`config.mk`:
```
export PLATFORM = sky130hd
export DESIGN_NAME = tl45_memory
export DESIGN_NICKNAME = d
export VERILOG_FILES = /design/src/rtl/tl45_memory.sv
export SDC_FILE = /design/constraint.sdc
export NUM_CORES = 1
export LEC_CHECK = 0
export BUFFER_PORTS_ARGS = -buffer_cell sky130_fd_sc_hd__buf_2
export CELL_PAD_IN_SITES_DETAIL_PLACEMENT = 1
export CELL_PAD_IN_SITES_GLOBAL_PLACEMENT = 2
export CORE_AREA = 2 2 147 149
export DETAILED_ROUTE_END_ITERATION = 8
export DIE_AREA = 0 0 149 151
export GPL_TIMING_DRIVEN = 1
export PLACE_DENSITY_LB_ADDON = 0.1
export SETUP_SLACK_MARGIN = 0.3
export SLEW_MARGIN = 20
export SYNTH_ARGS = -nofsm -noshare
export SYNTH_HDL_FRONTEND = slang
export SYNTH_SLANG_ARGS = --single-unit
export TNS_END_PERCENT = 50
```
`constraint.sdc`:
```
create_clock -name i_clk -period 3.4 [get_ports i_clk]
set_input_delay 0.68 -clock i_clk [delete_from_list [all_inputs] [get_ports i_clk]]
set_output_delay 0.68 -clock i_clk [all_outputs]
set_load 0.02 [all_outputs]
```
`src/rtl/tl45_memory.sv`:
```
// tl45_memory: memory-access stage of the TL45 pipeline.
// LW/SW run a single word-wide pipelined-Wishbone cycle and stall upstream until it
// completes; every other opcode passes through with one register of latency.
// Optional feature: define TL45_MEM_TIMEOUT_EN to abandon a bus cycle after
// TIMEOUT_CYCLES cycles in WAIT without ack/err.
module tl45_memory #(
  parameter int unsigned TIMEOUT_CYCLES = 255
) (
  input  logic        i_clk,
  input  logic        i_reset_n,
  input  logic        i_pipe_stall,
  input  logic        i_pipe_flush,
  output logic        o_pipe_stall,
  output logic        o_pipe_flush,
  input  logic [4:0]  i_opcode,
  input  logic [3:0]  i_dr,
  input  logic [31:0] i_value,
  input  logic [31:0] i_st_val,
  output logic        o_wb_cyc,
  output logic        o_wb_stb,
  output logic        o_wb_we,
  output logic [29:0] o_wb_addr,
  output logic [31:0] o_wb_data,
  output logic [3:0]  o_wb_sel,
  input  logic        i_wb_stall,
  input  logic        i_wb_ack,
  input  logic        i_wb_err,
  input  logic [31:0] i_wb_data,
  output logic [3:0]  o_of_reg,
  output logic [31:0] o_of_val,
  output logic [3:0]  o_dr,
  output logic [31:0] o_value,
  output logic        o_bus_err
);

  localparam logic [4:0] OpLw = 5'h14;
  localparam logic [4:0] OpSw = 5'h15;

  typedef enum logic [1:0] {StIdle, StReq, StWait} state_e;

  state_e      state_q, state_d;
  logic [29:0] addr_q, addr_d;
  logic [31:0] data_q, data_d;
  logic [3:0]  dr_q, dr_d;
  logic        we_q, we_d;
  logic        flush_q, flush_d;
  // One-entry holding register for a response that arrives while downstream stalls.
  logic        hold_valid_q, hold_valid_d;
  logic        hold_err_q, hold_err_d;
  logic [31:0] hold_data_q, hold_data_d;
  logic [3:0]  dr_out_q;
  logic [31:0] value_out_q;
  logic        bus_err_q;

  logic        is_mem, aligned, timeout;
  logic        out_wr, err_pulse, commit, c_err;
  logic [3:0]  out_dr;
  logic [31:0] out_val, c_data;

  assign is_mem  = (i_opcode == OpLw) || (i_opcode == OpSw);
  assign aligned = (i_value[1:0] == 2'b00);

`ifdef TL45_MEM_TIMEOUT_EN
  localparam int unsigned CntW = ($clog2(TIMEOUT_CYCLES + 1) > 8) ?
                                 $clog2(TIMEOUT_CYCLES + 1) : 8;
  logic [CntW-1:0] tmo_cnt_q, tmo_cnt_d;

  assign timeout = (state_q == StWait) && !hold_valid_q &&
                   (tmo_cnt_q == CntW'(TIMEOUT_CYCLES - 1));

  // Counter is zero outside WAIT, so it starts from zero on every WAIT entry.
  always_comb begin
    tmo_cnt_d = '0;
    if (state_q == StWait && !hold_valid_q) tmo_cnt_d = tmo_cnt_q + 1'b1;
  end

  // Timeout counter register.
  always_ff @(posedge i_clk or negedge i_reset_n) begin
    if (!i_reset_n) tmo_cnt_q <= '0;
    else            tmo_cnt_q <= tmo_cnt_d;
  end
`else
  logic unused_tmo_cfg;
  assign unused_tmo_cfg = ^TIMEOUT_CYCLES;
  assign timeout        = 1'b0;
`endif

  // Next-state, output-register write and forwarding decode.
  always_comb begin
    state_d      = state_q;
    addr_d       = addr_q;
    data_d       = data_q;
    dr_d         = dr_q;
    we_d         = we_q;
    flush_d      = flush_q;
    hold_valid_d = hold_valid_q;
    hold_err_d   = hold_err_q;
    hold_data_d  = hold_data_q;
    out_wr       = 1'b0;
    out_dr       = '0;
    out_val      = '0;
    err_pulse    = 1'b0;
    o_of_reg     = '0;
    o_of_val     = '0;
    commit       = 1'b0;
    c_err        = 1'b0;
    c_data       = '0;
    unique case (state_q)
      StIdle: begin
        if (i_pipe_flush) begin
          out_wr = 1'b1;
        end else if (!i_pipe_stall) begin
          if (is_mem && aligned) begin
            addr_d  = i_value[31:2];
            data_d  = i_st_val;
            dr_d    = i_dr;
            we_d    = (i_opcode == OpSw);
            flush_d = 1'b0;
            state_d = StReq;
          end else if (is_mem) begin
            err_pulse = 1'b1;
            out_wr    = 1'b1;
          end else begin
            out_wr  = 1'b1;
            out_dr  = i_dr;
            out_val = i_value;
          end
        end
        if (!is_mem) begin
          o_of_reg = i_dr;
          o_of_val = i_value;
        end
      end
      StReq: begin
        // The strobe has not been accepted yet, so a flush may simply abandon it.
        if (i_pipe_flush) begin
          state_d = StIdle;
          out_wr  = 1'b1;
        end else if (!i_wb_stall) begin
          state_d = StWait;
        end
      end
      StWait: begin
        if (i_pipe_flush) flush_d = 1'b1;
        if (hold_valid_q) begin
          if (!i_pipe_stall) begin
            commit = 1'b1;
            c_err  = hold_err_q;
            c_data = hold_data_q;
          end
        end else if (i_wb_ack || i_wb_err || timeout) begin
          if (i_pipe_stall) begin
            hold_valid_d = 1'b1;
            hold_err_d   = i_wb_err || timeout;
            hold_data_d  = i_wb_data;
          end else begin
            commit = 1'b1;
            c_err  = i_wb_err || timeout;
            c_data = i_wb_data;
          end
        end
        if (commit) begin
          state_d      = StIdle;
          hold_valid_d = 1'b0;
          flush_d      = 1'b0;
          out_wr       = 1'b1;
          if (c_err) begin
            err_pulse = 1'b1;
          end else if (!we_q && !flush_q && !i_pipe_flush) begin
            out_dr   = dr_q;
            out_val  = c_data;
            o_of_reg = dr_q;
            o_of_val = c_data;
          end
        end
      end
      default: state_d = StIdle;
    endcase
  end

  // Stage state and transaction latches.
  always_ff @(posedge i_clk or negedge i_reset_n) begin
    if (!i_reset_n) begin
      state_q      <= StIdle;
      addr_q       <= '0;
      data_q       <= '0;
      dr_q         <= '0;
      we_q         <= 1'b0;
      flush_q      <= 1'b0;
      hold_valid_q <= 1'b0;
      hold_err_q   <= 1'b0;
      hold_data_q  <= '0;
    end else begin
      state_q      <= state_d;
      addr_q       <= addr_d;
      data_q       <= data_d;
      dr_q         <= dr_d;
      we_q         <= we_d;
      flush_q      <= flush_d;
      hold_valid_q <= hold_valid_d;
      hold_err_q   <= hold_err_d;
      hold_data_q  <= hold_data_d;
    end
  end

  // Writeback registers and bus-error pulse.
  always_ff @(posedge i_clk or negedge i_reset_n) begin
    if (!i_reset_n) begin
      dr_out_q    <= '0;
      value_out_q <= '0;
      bus_err_q   <= 1'b0;
    end else begin
      bus_err_q <= err_pulse;
      if (out_wr) begin
        dr_out_q    <= out_dr;
        value_out_q <= out_val;
      end
    end
  end

  // Strobe is gated by flush so a strobe the stage is abandoning can never be accepted.
  assign o_wb_stb     = (state_q == StReq) && !i_pipe_flush;
  assign o_wb_cyc     = o_wb_stb || ((state_q == StWait) && !hold_valid_q);
  assign o_wb_we      = we_q && o_wb_cyc;
  assign o_wb_addr    = addr_q;
  assign o_wb_data    = data_q;
  assign o_wb_sel     = 4'hF;
  assign o_pipe_flush = i_pipe_flush;
  assign o_pipe_stall = i_pipe_stall ||
                        ((state_q == StIdle) && is_mem && aligned && !i_pipe_flush) ||
                        (state_q == StReq) ||
                        ((state_q == StWait) && !commit);
  assign o_dr         = dr_out_q;
  assign o_value      = value_out_q;
  assign o_bus_err    = bus_err_q;

endmodule

```
==> results.md <==
- Max Used Layer: met5
- Final nets: approximately 840
- Yosys warning count: 0
- Crit end category: output port
- Routed Antenna Nets: 0
- Leakage power: 4.65 nW
- Syn-to-layout area delta: 38.6%
- Ys async rst share: 100%
- Switching power: 1.37 mW
- Int Power: 3.32 mW
- Crit start category: register
- Fmax: 322 MHz
- Sequential share of power: 40.7%
- Vias in the first global route: about 5700
- CTS tree: built
- Setup TNS: 0 ns
- Deepest clock path buffer count: 2
- Slew HR: 43.9%
- Yosys top cell area share: 55.1%
- RSZ-0062 raised after global routing: true
- Setup CP Type: register to output port
- Combinational Power Share: a little under a fifth
- Final wirelength: slightly below 20000 microns
- Reg2Reg Launch Point: state_q[0]
- Area contributors post-synth: dfrtp_1, mux2_2, a221o_1, nor3_2, a21o_1
- Clock Latency Late Sink: between 0.4 and 0.5 ns
- PwrDens: 528 nW/um^2
- Core area: roughly 21000 sq um
- Post-route clock skew: roughly 0.015 ns
- #FFs+latches synth: 141
- Critical Path RT: between 2 and 3 ns
- Level count of the clock H-tree: 4
- Yosys cell types: 42
- Drt first-iter violations: approximately 190
- Most frequent cells in the layout: buf_2, dfrtp_1, mux2_2
- CTS sink cnt: between 100 and 150
- Grt ovf: 0
- DRC violations left: 0
- Top Ports: 256
- Die W: 149 microns
- GP Congestion: between 0.7 and 0.8
- Hpwl dp: around 14000 microns
- Largest net degree at the start of global routing: 76
- Vias per cell: 5.03
- Outcome: completed
- Final non-filler cell total: between 1000 and 1500
- IO Port Bufs: about 250
- Most common cell after layout, fill and taps aside: buf_2
- Row Count: 53
- Dominant synthesized flop cell: dfrtp_1
- Hold WC Path Type: input port to asynchronous set/reset pin
- WL/cell: 19.6 microns
- Met2 wire length: between 9000 and 10000 microns
- Register-to-Register Path Depth: 5
- Clock Tree Root: clkbuf_16
- Clock share of power: 41.0%
- Post-synth EDFFs: 0
- Worst Tran Pin Value: ~0.84 ns
- Share of cells above drive strength 1: between 60% and 70%
- Max Slew Vio Count: 0
- GRT Resource Usage Total: 18.2%
- Seq/Total Area, Yosys: 55.1%
- Die height: 151 microns
- Final setup viols: 0
- First-pass GRT wire length: 31500 microns
- Starting Density: a little under a third
- Worst EP arrival: 2.42 ns
- Final Hold Fails: 0
- CTS Hold Bufs: 0
- Initial antenna violation count: 1
- VDD IR max: about 320 uV
- DR pass1 iterations: 4
- Hold WS: between 0.2 and 0.3 ns
- Syn Inst Count: roughly 470
- Num CTS Buffers: 17
- Sw frac: between 20% and 30%
- Max-cap violations: 0
- Fillcell total: ~2300
- Vias post-DR: 5110
- Clk pin slew, worst setup/hold paths: about 0.07 ns
- Metal1 wirelength: between 8000 and 9000 microns
- Reg2Reg Setup Slack: 1.34 ns
- Crit path time final: 3.10 ns
- Crit-path max FO: 18
- Die area: 22500 sq um
- Detail Route met3 WL: between 1500 and 2000 microns
- Mean Syn Cell Area: roughly 14 sq um
- DP Cell Count: 978
- Cell Area, Synth: 6410 sq um
- Post-synth top area cell: dfrtp_1
- Capture point of the worst reg-to-reg path: hold_data_q[20]
- Final Cycle Share: roughly nine tenths
## worst max-delay path by stage
stage / start / endpoint / slack [ns] / depth (start not counted)
2_1_floorplan: i_pipe_flush / o_of_val[1] / 0.49 / 7
3_3_place_gp: i_pipe_flush / o_of_val[31] / 0.03 / 7
3_5_place_dp: i_opcode[2] / o_of_reg[2] / -0.01 / 7
4_1_cts: flush_q / o_of_val[2] / 0.27 / 6
5_1_grt: flush_q / o_of_val[0] / 0.21 / 6
6_report: flush_q / o_of_val[26] / 0.30 / 6
## cell usage after synthesis, types with 2 or more instances
cell / count
nor3_4: 2
nor2_1: 7
nand2_1: 5
clkbuf_1: 18
or4_1: 2
dfrtp_1: 141
buf_1: 4
mux2_2: 99
nor3_1: 6
a22oi_1: 32
and2_0: 4
inv_1: 2
buf_6: 4
buf_4: 6
a221o_1: 28
o21ai_0: 7
a21o_1: 33
nor3_2: 28
a221o_2: 8
a22o_1: 4
buf_2: 12
## critical path, cell delays in order, from the launching register on
cell	delay [ns]
dfrtp_1	0.39
or3_1	0.40
or4_4	0.49
buf_12	0.21
nor3_2	0.25
a21o_1	0.11
buf_2	0.15
## layout make-up
cell class	instances	area, sq um	area share (%)
diodes	1	2.50	0.0282
clock buffers	18	429	4.83
clock inverters	13	166	1.87
inverters	2	7.51	0.0845
multi-input cells	289	2880	32.4
flip-flops and latches	141	3530	39.8
well taps	275	344	3.87
repair buffers	276	1520	17.1
## routing by layer
layer	GRT usage (%)	vias to the layer above
li1	-	2302
met1	21.8	2596
met2	30.3	186
met3	6.36	24
met4	6.33	2
met5	0	-
## kinds of logic (layout without fill, tap and decap cells)
family / Yosys count / in the layout / synth area share [%]
mux: 100 / 100 / 17.6
buf+inv: 46 / 309 / 3.75
compound gates: 119 / 119 / 15.4
other cells: 1 / 5 / 0.0585
flops: 141 / 141 / 55.1
simple gates: 66 / 66 / 8.16
## stage by stage
step / worst slack (ns) / power, mW / util [%] / area (sq um)
floorplan: 0.488 / 2.40 / - / 6420
detailed placement: -0.0102 / 2.75 / 38.4 / 8000
finish: 0.296 / 4.69 / 42.7 / 8880
global placement: 0.0296 / 2.72 / 38.4 / 8000
CTS: 0.271 / 4.73 / 42.2 / 8790
global route: 0.211 / 4.91 / 42.6 / 8880
## power groups by stage
| stage | Sequential [mW] | Clock [mW] | Combinational (mW) |
|---|---|---|---|
| 4_1_cts | 1.91 | 1.97 | 0.857 |
| 5_1_grt | 1.93 | 2.04 | 0.937 |
| 2_1_floorplan | 2.03 | 0 | 0.376 |
| 6_report | 1.91 | 1.92 | 0.860 |
| 3_3_place_gp | 1.93 | 0 | 0.795 |
| 3_5_place_dp | 1.94 | 0 | 0.812 |
## state kept, by name, summed over array words and instances, names as in the netlist
name,count
o_bus_err,1
we_q,1
o_wb_data,32
hold_valid_q,1
flush_q,1
o_value,32
dr_q,4
o_dr,4
hold_data_q,32
state_q,2
hold_err_q,1
o_wb_addr,30
## timing repair
item / in CTS / in global routing
buffers inserted: 4 / 1
resized for setup: 25 / 17
pin swaps: 3 / 1
endpoints found under the setup margin: 36 / 36
gates cloned: 0 / 0
(Power assumes the default switching activity.)
